[config.mk]
export PLATFORM = sky130hd
export DESIGN_NAME = pc_bus_target
export DESIGN_NICKNAME = d
export VERILOG_FILES = /design/src/rtl/pc_bus_pkg.sv /design/src/rtl/pc_bus_timeout.sv /design/src/rtl/pc_bus_target.sv
export SDC_FILE = /design/constraint.sdc
export NUM_CORES = 1
export LEC_CHECK = 0
export BUFFER_PORTS_ARGS = -buffer_cell sky130_fd_sc_hd__buf_4
export CAP_MARGIN = 20
export CORE_UTILIZATION = 50
export DETAILED_ROUTE_END_ITERATION = 8
export PLACE_DENSITY = 0.87
export SYNTH_ARGS = -nofsm -noshare
export SYNTH_HDL_FRONTEND = slang
export SYNTH_HIERARCHICAL = 1
export SYNTH_SLANG_ARGS = --single-unit
[constraint.sdc]
create_clock -name clk -period 2.9 [get_ports clk]
set_clock_uncertainty 0.15 [all_clocks]
set_input_delay 0.145 -clock clk [delete_from_list [all_inputs] [get_ports clk]]
set_output_delay 0.145 -clock clk [all_outputs]
set_load 0.05 [all_outputs]
[src/rtl/pc_bus_pkg.sv]
// pc_bus_pkg: state encoding and constants shared by the 8088 local-bus target
package pc_bus_pkg;
    localparam int CNT_W = 8;
    localparam logic [7:0] IDLE_DATA = 8'hFF;
    typedef enum logic [2:0] {IDLE, LATCHED, RD_WAIT, RD_DRIVE, WR_WAIT, WR_HOLD} state_t;
endpackage

[src/rtl/pc_bus_timeout.sv]
// pc_bus_timeout: clear/increment wait counter that flags the cycle it reaches the limit
import pc_bus_pkg::*;
module pc_bus_timeout (
    input  logic             clk,
    input  logic             rst,
    input  logic             clr,
    input  logic             inc,
    input  logic [CNT_W-1:0] limit,
    output logic             hit
);
    logic [CNT_W-1:0] cnt;
    logic [CNT_W-1:0] nxt;
    assign nxt = cnt + 1'b1;
    assign hit = inc && nxt == limit;
    always_ff @(posedge clk or negedge rst)
        if (!rst) cnt <= '0;
        else if (clr) cnt <= '0;
        else if (inc) cnt <= nxt;
endmodule

[src/rtl/pc_bus_target.sv]
// pc_bus_target: decodes an 8088 ALE/RD#/WR# cycle into a single local req/ack transaction
import pc_bus_pkg::*;
module pc_bus_target #(
    parameter logic [19:0] BASE    = 20'h00000,
    parameter logic [19:0] MASK    = 20'hF0000,
    parameter bit          IS_IO   = 1'b0,
    parameter int          TIMEOUT = 15
) (
    input  logic        clk,
    input  logic        rst,
    input  logic        ale,
    input  logic        rd_n,
    input  logic        wr_n,
    input  logic        iom,
    input  logic [19:0] a,
    input  logic [7:0]  ad_i,
    output logic [7:0]  ad_o,
    output logic        ad_oe,
    output logic        ready,
    output logic        loc_req,
    output logic        loc_we,
    output logic [19:0] loc_addr,
    output logic [7:0]  loc_wdata,
    input  logic [7:0]  loc_rdata,
    input  logic        loc_ack,
    output logic        err
);
    localparam logic [CNT_W-1:0] LIMIT = CNT_W'(TIMEOUT);
    state_t      state;
    logic [19:0] addr;
    logic        sel;
    logic        to_hit;
    logic        done;
    logic        unused_a;
    assign addr     = {a[19:8], ad_i};
    assign sel      = ((addr ^ BASE) & MASK) == 20'h0 && iom == IS_IO;
    assign done     = loc_ack || to_hit;
    assign unused_a = ^a[7:0];
    pc_bus_timeout u_timeout (
        .clk   (clk),
        .rst   (rst),
        .clr   (state == LATCHED),
        .inc   (loc_req),
        .limit (LIMIT),
        .hit   (to_hit)
    );
    // loc_req outlives an aborted bus cycle, so its release is handled outside the state case
    always_ff @(posedge clk or negedge rst)
        if (!rst) begin
            state     <= IDLE;
            ad_o      <= '0;
            ad_oe     <= 1'b0;
            ready     <= 1'b1;
            loc_req   <= 1'b0;
            loc_we    <= 1'b0;
            loc_addr  <= '0;
            loc_wdata <= '0;
            err       <= 1'b0;
        end else begin
            err <= to_hit && !loc_ack;
            if (loc_req && done) loc_req <= 1'b0;
            case (state)
                IDLE:
                    if (ale && !loc_req) begin
                        loc_addr <= addr;
                        state    <= sel ? LATCHED : IDLE;
                    end
                LATCHED:
                    if (ale) begin
                        loc_addr <= addr;
                        state    <= sel ? LATCHED : IDLE;
                    end else if (!rd_n || !wr_n) begin
                        state   <= !rd_n ? RD_WAIT : WR_WAIT;
                        loc_we  <= rd_n;
                        loc_req <= 1'b1;
                        ready   <= 1'b0;
                        if (rd_n) loc_wdata <= ad_i;
                    end
                RD_WAIT:
                    if (done) begin
                        ready <= 1'b1;
                        ad_o  <= loc_ack ? loc_rdata : IDLE_DATA;
                        ad_oe <= !rd_n;
                        state <= rd_n ? IDLE : RD_DRIVE;
                    end else if (rd_n) begin
                        ready <= 1'b1;
                        state <= IDLE;
                    end
                RD_DRIVE:
                    if (rd_n) begin
                        ad_oe <= 1'b0;
                        state <= IDLE;
                    end
                WR_WAIT:
                    if (done || wr_n) begin
                        ready <= 1'b1;
                        state <= wr_n ? IDLE : WR_HOLD;
                    end
                WR_HOLD:
                    if (wr_n) state <= IDLE;
                default: state <= IDLE;
            endcase
        end
endmodule
Word level (Yosys, flattened, before mapping). Cells that the tools add are included.

Flip-flop bits (word level): 52. Input port bits: 43. Output and inout bits: 41. Logic and storage cells: 85.

Add/sub/neg operators: 1. Equal/unequal tests: 16. Multiplexer cells: 31. Bitwise logic cells: 2. Reductions and logical operators: 25.

Operator list (number): two-way mux 20 bit (2); one-hot mux 20 bit (2 select lines) (1); two-way mux 3 bit (9); two-way mux 8 bit (3); zero test 20 bit (1); one-hot mux 3 bit (6 select lines) (1); inequality test 2 bit (second input constant) (8); two-way mux 1 bit (12); AND reduction 3 bit (3); adder 8 x 1 -> 8 bit (second input constant) (1); equality test 8 x 4 -> 1 bit (second input constant) (1); AND reduction 4 bit (2); equality test 3 x 2 -> 1 bit (second input constant) (2); equality test 3 bit (second input constant) (2); inequality test 3 bit (second input constant) (2); nonzero test 2 bit (3); logical AND 1 bit (5); AND reduction 5 bit (1); zero test 1 bit (4); equality test 3 x 1 -> 1 bit (second input constant) (1); zero test 3 bit (1); logical OR 1 bit (3); one-hot mux 1 bit (3 select lines) (1); nonzero test 3 bit (1); 4 further kinds (5).

Longest topological paths before layout. Gate-level depths: netlist (run 1).

Depth after elaboration: 9. Depth in mapped cells: 9. Gate-level depth less buffers: 9.

By module. Netlist (run 1), hierarchy kept.

Modules (own cells, without submodules): pc_bus_target (instances 1, cells each 128, area each 1823.0 µm², sequential area each 1102.3 µm²); pc_bus_timeout (instances 1, cells each 65, area each 593.1 µm², sequential area each 200.2 µm²).

Least setup slack after synthesis (run 1). Ideal clock, no wire load.

Path type: register -> register. Start point: register u_timeout.cnt[3]. End point: register ad_o[0]. Setup time: 66 ps. Arrival time: 2314 ps. Required time: 2684 ps. Setup slack: 370 ps. Stages on the path, launching flop included: 9. Buffers on the path: 1. Clock period less this slack: 2530 ps. Cells stage by stage: dfrtp_1 -> buf_4 -> nand3_2 -> nor3_1 -> or4b_4 -> a2111oi_2 -> nor2_1 -> nor3b_4 -> o22a_1.

Cells in the longest elaborated chain, start to end: 5.

Ends and longest elaborated chain: start: declaration (RTL line pc_bus_timeout.sv:11) `logic [CNT_W-1:0] cnt;`; start signal: assignment (RTL line pc_bus_timeout.sv:18) `else if (inc) cnt <= nxt;`; adder 8 x 1 -> 8 bit (RTL line pc_bus_timeout.sv:13) `assign nxt = cnt + 1'b1;`; equality test 8 x 4 -> 1 bit (RTL line pc_bus_timeout.sv:14) `assign hit = inc && nxt == limit;`; logical AND 1 bit (RTL line pc_bus_timeout.sv:14); net to_hit (RTL line pc_bus_target.sv:32) `logic to_hit;`; logical OR 1 bit (RTL line pc_bus_target.sv:37) `assign done = loc_ack || to_hit;`; AND reduction 2 bit (no line); end signal: assignment (RTL line pc_bus_target.sv:82) `ad_o <= loc_ack ? loc_rdata : IDLE_DATA;`; end: declaration (RTL line pc_bus_target.sv:17) `output logic [7:0] ad_o,`.

The timed path passes the listed nets, and every way through them passes these cells. A chain may end at the register's enable or synchronous reset.

Worst setup path in the final report (run 1).
Start point: register u_timeout.cnt[0]. End point: register ad_o[1].

Same word-level chain as after synthesis.

==> out/results.tsv, run 1 <==
metric	value	unit
run_status	completed	
synth_area_per_cell	12.5	sq um
ys_seq_elements	52	
globalplace.congestion	0.795	
drc	0	
io_buffers	75	
cp_max_fo	9	
crit_type	reg2reg	
start_kind	register	
final_area	0.00350	sq mm
r2r_start	u_timeout/cnt[0]$_DFFE_PN0P_	
async_reset_ff_share	100	%
synthCells	193	
die-area	0.00511	sq mm
hpwl	3.47	mm
num_antenna_cells	0	
io-pin-count	84	
dr.pass1.iters	4	
nFillCells	261	
cts_max_level	2	
post-place-ws	0.233	ns
place_area	0.00305	sq mm
worst_slew_pin_slew	0.651	ns
use_met1	33.1	%
hold_start	iom	
grt_pass1_vias	2155	
fp.dieW	71.5	um
clk_pin_slew	0.10	ns
final-instance-count-excl-fill	365	
initialDrtViolationCount	119	
crit_start	u_timeout/cnt[0]$_DFFE_PN0P_	
drive_above_1_share	38.7	%
use_met2	49.7	%
ant_nets	0	
synth_cell_type_count	46	
wirelength	6.70	mm
final.setup.worst_slack	0.222	ns
p_leak	1.66	nW
antenna_found_initial	0	
cts.sinks	52	
mappedNetlistArea	0.00242	sq mm
cts.path.max_buffers	2	
vias_per_cell	5.50	
powerDensity	596	mW/mm^2
slew_headroom	56.6	%
hold_violations	0	
postLayoutCoreUtil	77.8	%
yosysSeqAreaShare	53.9	%
cts_buffers	5	
timing.fmax	373	MHz
synthFlopType	dfrtp_1	
cts_tree	built	
setup_viol	0	
max_cap_violations	0	
finalSetupTns	0	ns
vias	2009	
area_delta_synth_final	45.0	%
finalMaxSlewViolations	0	
rsz0062_at_grt	no	
synth_edf_count	0	
ys_warn_count	6	
grtUsageMet3	8.02	%
worst_setup_path_end_kind	register	
die_h	71.5	um
wire_per_inst	18.4	um
grt-busiest-layer	met2	
track_usage	28.6	%
grt_max_degree	53	
peakVddDrop	0.000422	V
fin_nets	356	
initial_core_util	53.6	%
clock_latency	0.32	ns
overflow	0	
root_buffer	clkbuf_8	
yosys.area.top_type_share	52.8	%
worstPathArrival	2.79	ns
coreArea	0.00450	sq mm
placedCellCount	324	
fp-row-count	24	
grt_pass1_wl	10.9	mm
required	3.01	ns
yosysTopAreaCell	dfrtp_1	
hold_path_class	in2reg	
finalCritPeriodShare	92.4	%
fin_crit	2.68	ns
synth_area_leaders	dfrtp_1, mux2_2, mux2_4	
-- logic make-up (layout without fill, tap and decap cells) --
| group | after synthesis | in the layout | synth area share (%) |
|---|---|---|---|
| XOR/XNOR | 15 | 15 | 5.44 |
| AND/OR/NAND/NOR | 60 | 60 | 14.7 |
| multiplexers | 30 | 30 | 15.1 |
| adder cells (fa/ha/maj) | 1 | 1 | 0.518 |
| AO/OA/AOI/OAI | 25 | 25 | 8.03 |
| buffers and inverters | 8 | 120 | 2.02 |
| other | 2 | 10 | 0.311 |
| flip-flops | 52 | 52 | 53.9 |
-- cells in the final DEF, fill, tap and decap left out, types with 7 or more instances in the layout --
cell | synthesis | final
mux2_4 | 8 | 8
buf_4 | 5 | 78
xnor2_1 | 10 | 10
o22a_1 | 8 | 8
nand2_1 | 10 | 10
dlygate4sd3_1 | 0 | 32
nor3_1 | 7 | 7
nor2_1 | 12 | 12
mux2_1 | 7 | 7
mux2_2 | 13 | 13
dfrtp_1 | 51 | 51
conb_1 | 2 | 10
-- cell type report --
class | instances | area [sq um] | area share [%]
well taps | 52 | 65.1 | 1.86
repair buffers | 111 | 926 | 26.4
inverters | 1 | 3.75 | 0.107
clock inverters | 2 | 38.8 | 1.11
multi-input cells | 141 | 1090 | 31.3
flip-flops and latches | 52 | 1300 | 37.2
clock buffers | 6 | 72.6 | 2.07
-- synth_stat cells (all sizes together) (2+ instances only) --
library cell	count
nor3b	2
a21oi	3
nor2b	2
mux2	28
nand3	5
buf	6
o21ai	3
or3	2
nand4	4
a2111oi	2
o22a	8
nand2	12
nand3b	3
nand2b	4
dfrtp	51
nor3	7
a31oi	2
nor2	14
mux2i	2
conb	2
xnor2	10
xor2	5
o211ai	3
-- worst paths after layout --
kind	end	slack, ns	cells past startpoint
max	ad_o[1]$_DFFE_PN0P_	0.22	9
min	state[0]$_DFFE_PN0P_	0.11	4
max reg2reg	ad_o[1]$_DFFE_PN0P_	0.22	9
min reg2reg	ready$_DFFE_PN1P_	0.35	2
max in group asynchronous	u_timeout/cnt[7]$_DFFE_PN0P_	1.92	2
min in group asynchronous	loc_addr[13]$_DFFE_PN0P_	0.24	2
-- metal layers --
layer / wire [um] / vias to the layer above / share of wire [%]
met3: 445 / 28 / 6.6
met5: 0 / - / 0
met1: 2540 / 968 / 38
met2: 3440 / 100 / 51
li1: - / 913 / -
met4: 272 / 0 / 4.1
-- worst max-delay path: stages (launching register included) --
cell,delay [ns]
dfrtp_1,0.52
ha_1,0.33
nand4_1,0.15
xnor2_1,0.18
o211ai_1,0.13
a2111oi_2,0.41
nor2_1,0.20
nor3b_4,0.26
buf_12,0.15
o22a_1,0.15
-- what timing repair did --
item,in CTS,in global routing
resized for setup,0,0
hold buffers,32,0
hold endpoints to repair,92,0
setup buffers,0,1
setup endpoints to repair,0,7
-- per-stage QoR --
step / hold WS [ns] / power, mW
3_3_place_gp: 0.0653 / 1.49
3_5_place_dp: 0.0634 / 1.51
6_report: 0.115 / 2.09
4_1_cts: 0.0560 / 2.05
5_1_grt: 0.116 / 2.15
2_1_floorplan: -0.301 / 1.30
-- registers in the layout, indices dropped and copies added (netlist names) --
register,count
u_timeout/cnt,8
loc_we,1
ad_o,8
ad_oe,1
err,1
loc_addr,20
loc_wdata,8
ready,1
loc_req,1
state,3
-- report_power, final --
part | internal, mW | switching [mW]
registers | 0.815 | 0.0739
logic | 0.253 | 0.422
clock network | 0.261 | 0.262
No activity file was read; power rests on OpenSTA's default activity.
==> inputs of run 2 (changes only) <==
--- a/config.mk
+++ b/config.mk
@@ -10,6 +10,7 @@
 export CORE_UTILIZATION = 50
 export DETAILED_ROUTE_END_ITERATION = 8
 export PLACE_DENSITY = 0.87
+export RECOVER_POWER = 50
 export SYNTH_ARGS = -nofsm -noshare
 export SYNTH_HDL_FRONTEND = slang
 export SYNTH_HIERARCHICAL = 1
==> out/results.tsv, run 2 (synthesized netlist as in run 1, its figures left out) <==
metric	value	unit
run_status	completed	
drive_above_1_share	32.3	%
cts_buffers	5	
hold_slack	0.112	ns
hold_start	iom	
wl_met3	422	um
fin_nets	356	
powerDensity	599	mW/mm^2
io_buffers	75	
p_comb_share	31.2	%
cp_max_fo	9	
grt_pass1_vias	2155	
coreArea	0.00450	sq mm
drc	0	
fp.dieW	71.5	um
cts.sinks	52	
hpwl	3.47	mm
ant_nets	0	
largest_register_ff_count	20	
finalCritPeriodShare	92.3	%
worst_setup_path_end_kind	register	
io-pin-count	84	
cpPeakStageDelay	0.52	ns
root_buffer	clkbuf_8	
overflow	0	
start_kind	register	
top_layer	met4	
route.met2.wl	3.43	mm
area_delta_synth_final	41.8	%
peakVddDrop	0.000415	V
hold_path_class	in2reg	
finalMaxSlewViolations	0	
worstPathArrival	2.78	ns
timing.fmax	373	MHz
grt_max_degree	53	
initial_core_util	53.6	%
p_leak	1.58	nW
path_cells	ha_1 > nand4_1 > xnor2_1 > o211ai_1 > a2111oi_2 > nor2_1 > nor3b_4 > buf_12 > o22a_1	
clock_latency	0.31	ns
vias_per_cell	5.51	
required	3.01	ns
power_frac_clock	25.5	%
top_register	loc_addr	
cts.path.max_buffers	2	
initialDrtViolationCount	117	
grt_pass1_wl	10.9	mm
slew_headroom	16.9	%
globalplace.congestion	0.795	
crit_type	reg2reg	
crit_start	u_timeout/cnt[0]$_DFFE_PN0P_	
num_antenna_cells	0	
rsz0062_at_grt	no	
power.share.switching	36.9	%
wirelength	6.70	mm
final_common_cell	buf_4	
setup_viol	0	
p_int	1.29	mW
track_usage	28.6	%
worst_slew_pin_slew	1.25	ns
worst_path_max_delay_cell	dfrtp_1	
seqPwrFrac	43.3	%
die-area	0.00511	sq mm
cts_max_level	2	
vias	2011	
fin_crit	2.68	ns
cts_tree	built	
wl_met1	2.58	mm
layout_common_cells	buf_4, dfrtp_1, dlygate4sd3_1	
fp-row-count	24	
antenna_found_initial	0	
clk_pin_slew	0.10	ns
die_h	71.5	um
hold_violations	0	
finalSetupTns	0	ns
r2r_start	u_timeout/cnt[0]$_DFFE_PN0P_	
dr.pass1.iters	4	
max_cap_violations	0	
wire_per_inst	18.3	um
p_sw	0.756	mW
[run 2: cell count changes in the layout (fill, tap and decap cells not counted)]
cell,change
clkbuf_2,+1
buf_4,-21
clkbuf_1,+20
[run 2: final timing paths]
check	end	cells past startpoint	slack, ns
worst max register to register	ad_o[1]$_DFFE_PN0P_	9	0.22
worst min register to register	ready$_DFFE_PN1P_	2	0.35
min in group asynchronous	ad_o[2]$_DFFE_PN0P_	2	0.48
worst min-delay path	state[0]$_DFFE_PN0P_	4	0.11
worst max-delay path	ad_o[1]$_DFFE_PN0P_	9	0.22
max in group asynchronous	loc_addr[19]$_DFFE_PN0P_	2	1.38
[run 2: metrics by stage]
stage	setup WS, ns	instances	total power, mW	cell area [sq um]	util, %
final	0.222	365	2.05	3430	76.1
after global routing	0.0866	365	2.12	3430	76.1
after CTS	0.204	364	2.05	3480	77.3
after detailed placement	0.233	324	1.51	3050	67.8
after global placement	0.316	324	1.49	3050	67.8
after floorplan	0.370	201	1.30	2450	-
[run 2: layer usage]
layer,up-vias,GRT usage (%)
met2,96,49.7
li1,913,-
met3,26,8.02
met5,-,0
met1,976,33.1
met4,0,12.6
[run 2: area by class of cell]
cell class                      instances  area (sq um)
Clock buffer                            6          72.6
Clock inverter                          2          38.8
Inverter                                1          3.75
Fill cell                             297          1080
Tap cell                               52          65.1
Multi-Input combinational cell        141          1090
Timing Repair Buffer                  111           848
Sequential cell                        52          1300
[run 2: worst max-delay path, delay by kind of cell (launching register included)]
kind | cells | cell delay, ns
fa+ha+maj | 1 | 0.33
simple gates | 3 | 0.61
buf+inv | 1 | 0.15
flops | 1 | 0.52
xor+xnor | 1 | 0.17
compound gates | 3 | 0.69
[run 2: what timing repair did]
| action | 4_1_cts | 5_1_grt |
|---|---|---|
| buffers inserted | 0 | 1 |
| hold endpoints to repair | 92 | 0 |
| hold buffers | 32 | 0 |
| gates resized for setup | 0 | 0 |
| endpoints found under the setup margin | 0 | 7 |
[run 2: power groups by stage]
stage | combinational (mW) | sequential, mW | clock, mW
3_5_place_dp | 0.621 | 0.892 | 0
6_report | 0.640 | 0.888 | 0.523
3_3_place_gp | 0.609 | 0.885 | 0
5_1_grt | 0.671 | 0.896 | 0.549
4_1_cts | 0.658 | 0.880 | 0.513
2_1_floorplan | 0.147 | 1.15 | 0
==> inputs of run 3 (changes only) <==
--- a/config.mk
+++ b/config.mk
@@ -5,9 +5,10 @@
 export SDC_FILE = /design/constraint.sdc
 export NUM_CORES = 1
 export LEC_CHECK = 0
+export ABC_AREA = 1
 export BUFFER_PORTS_ARGS = -buffer_cell sky130_fd_sc_hd__buf_4
 export CAP_MARGIN = 20
-export CORE_UTILIZATION = 50
+export CORE_UTILIZATION = 51
 export DETAILED_ROUTE_END_ITERATION = 8
 export PLACE_DENSITY = 0.87
 export RECOVER_POWER = 50
==> out/results.tsv, run 3 <==
metric	value	unit
fp.dieW	73.5	um
die-area	0.00540	sq mm
drive_above_1_share	18.7	%
hold_path_class	in2reg	
initialDrtViolationCount	173	
ys_seq_elements	52	
die_h	73.5	um
slew_headroom	15.7	%
nFillCells	374	
synth.area.mux_share	0	%
globalplace.congestion	0.871	
largest_register_ff_count	20	
root_buffer	clkbuf_8	
synth_top_family_by_area	simple AND/OR/NAND/NOR gates	
vias_per_cell	4.88	
run_status	completed	
cts_tree	built	
initial_core_util	54.1	%
synth_area_per_cell	7.71	sq um
synth-xor-area-share	0	%
path_cells	ha_1 > nand2_1 > nor2_2 > nand2_1 > and2_1 > nor2_1 > nor2_1 > nand2_1 > nor2_1 > nor2_4 > nand2_1 > nor2_1 > nor2_1 > nand3_1 > nand2_1	
synth_area_leaders	dfrtp_1, nand2_1, inv_1	
drc	0	
cts.path.max_buffers	2	
finalCritPeriodShare	84.0	%
vias	2575	
mappedNetlistArea	0.00260	sq mm
synth_common_cells	nand2_1, dfrtp_1, inv_1	
rsz0062_at_grt	no	
synth-simple-area-share	32.6	%
io-pin-count	84	
cts_resized	0	
overflow	0	
ant_nets	0	
hold_violations	0	
timing.fmax	410	MHz
worst_slew_pin_slew	1.26	ns
postLayoutCoreUtil	74.6	%
start_kind	register	
cts.sinks	52	
finalMaxSlewViolations	0	
antenna_found_initial	0	
area_delta_synth_final	38.0	%
synth_compound_area_share	7.35	%
hpwl	4.21	mm
fin_crit	2.44	ns
worst_setup_path_end_kind	register	
synth_edf_count	0	
num_antenna_cells	0	
yosysTopAreaCell	dfrtp_1	
max_cap_violations	0	
cts_max_level	2	
cts-hold-fix-buffers	31	
dr.pass1.iters	4	
cts_buffers	5	
yosys.area.top_type_share	49.0	%
post_cts_buffers	0	
crit_type	reg2reg	
setup_viol	0	
grt_pass1_wl	10.8	mm
wirelength	6.50	mm
worst_path_max_delay_cell	dfrtp_1	
synth_fa_ha_area_share	0.480	%
post-place-ws	0.496	ns
final.setup.worst_slack	0.464	ns
finalSetupTns	0	ns
fp-row-count	25	
synthFlopType	dfrtp_1	
synth_cell_type_count	27	
yosysSeqAreaShare	50.0	%
top_register	loc_addr	
io_buffers	75	
cpPeakStageDelay	0.46	ns
synth_most_common_cell	nand2_1	
grt_pass1_vias	2424	
peakVddDrop	0.000332	V
p_leak	1.88	nW
wire_per_inst	12.3	um
track_usage	26.2	%
final_common_cell	nand2_1	
powerDensity	573	mW/mm^2
worstPathArrival	2.50	ns
async_reset_ff_share	100	%
coreArea	0.00482	sq mm
fin_nets	504	
clock_latency	0.31	ns
grt_max_degree	53	
required	2.96	ns
layout_common_cells	nand2_1, buf_4, inv_1, dfrtp_1, nor2_1	
ys_warn_count	6	
synthCells	338	
cp_max_fo	6	
clk_pin_slew	0.10	ns
==> run 3: path summary, 6_finish.rpt <==
kind | startpoint | to | slack (ns) | cells past startpoint
max | u_timeout/cnt[0]$_DFFE_PN0P_ | state[2]$_DFFE_PN0P_ | 0.46 | 15
min | iom | state[0]$_DFFE_PN0P_ | 0.04 | 6
max reg2reg | u_timeout/cnt[0]$_DFFE_PN0P_ | state[2]$_DFFE_PN0P_ | 0.46 | 15
min reg2reg | ready$_DFFE_PN1P_ | ready$_DFFE_PN1P_ | 0.32 | 2
max in group asynchronous | rst | ad_oe$_DFFE_PN0P_ | 1.35 | 2
min in group asynchronous | rst | u_timeout/cnt[3]$_DFFE_PN0P_ | 0.49 | 2
==> run 3: cells by family after synthesis <==
kind of cell / after synthesis
fa+ha+maj: 1
buf+inv: 60
other cells: 2
compound gates: 36
simple gates: 187
flops: 52
==> run 3: worst max-delay path, delay by kind of cell (launching register included) <==
| kind | cells | cell delay, ns |
|---|---|---|
| adder cells (fa/ha/maj) | 1 | 0.23 |
| flip-flops | 1 | 0.46 |
| AND/OR/NAND/NOR | 14 | 1.50 |
==> run 3: area by class of cell <==
class	count	area [sq um]	area share [%]
inverters	54	203	5.64
well taps	67	83.8	2.33
multi-input cells	240	1100	30.7
flip-flops and latches	52	1300	36.2
clock buffers	5	68.8	1.91
clock inverters	3	26.3	0.731
repair buffers	107	807	22.4
==> run 3: routing by layer <==
layer / wire, um / GRT usage (%) / part of all wire, % / vias to the layer above
met3: 415 / 7.54 / 6.4 / 8
li1: - / - / - / 1281
met1: 2780 / 32.7 / 43 / 1206
met5: 0 / 0 / 0 / -
met2: 3220 / 44.4 / 49 / 80
met4: 84 / 7.26 / 1.3 / 0
==> run 3: through the flow <==
| step | std cells | total power, mW | cell area, sq um | hold WS [ns] |
|---|---|---|---|---|
| 2_1_floorplan | 352 | 1.39 | 2660 | -0.301 |
| 3_3_place_gp | 489 | 1.61 | 3270 | 0.0692 |
| 3_5_place_dp | 489 | 1.64 | 3270 | 0.0684 |
| 4_1_cts | 528 | 2.10 | 3680 | 0.0429 |
| 5_1_grt | 528 | 2.16 | 3600 | 0.0709 |
| 6_report | 528 | 2.06 | 3600 | 0.0433 |
==> run 3: where the power goes <==
group | internal [mW] | total [mW] | switching, mW
sequential | 0.828 | 0.903 | 0.0752
clock | 0.176 | 0.433 | 0.257
combinational | 0.209 | 0.725 | 0.516
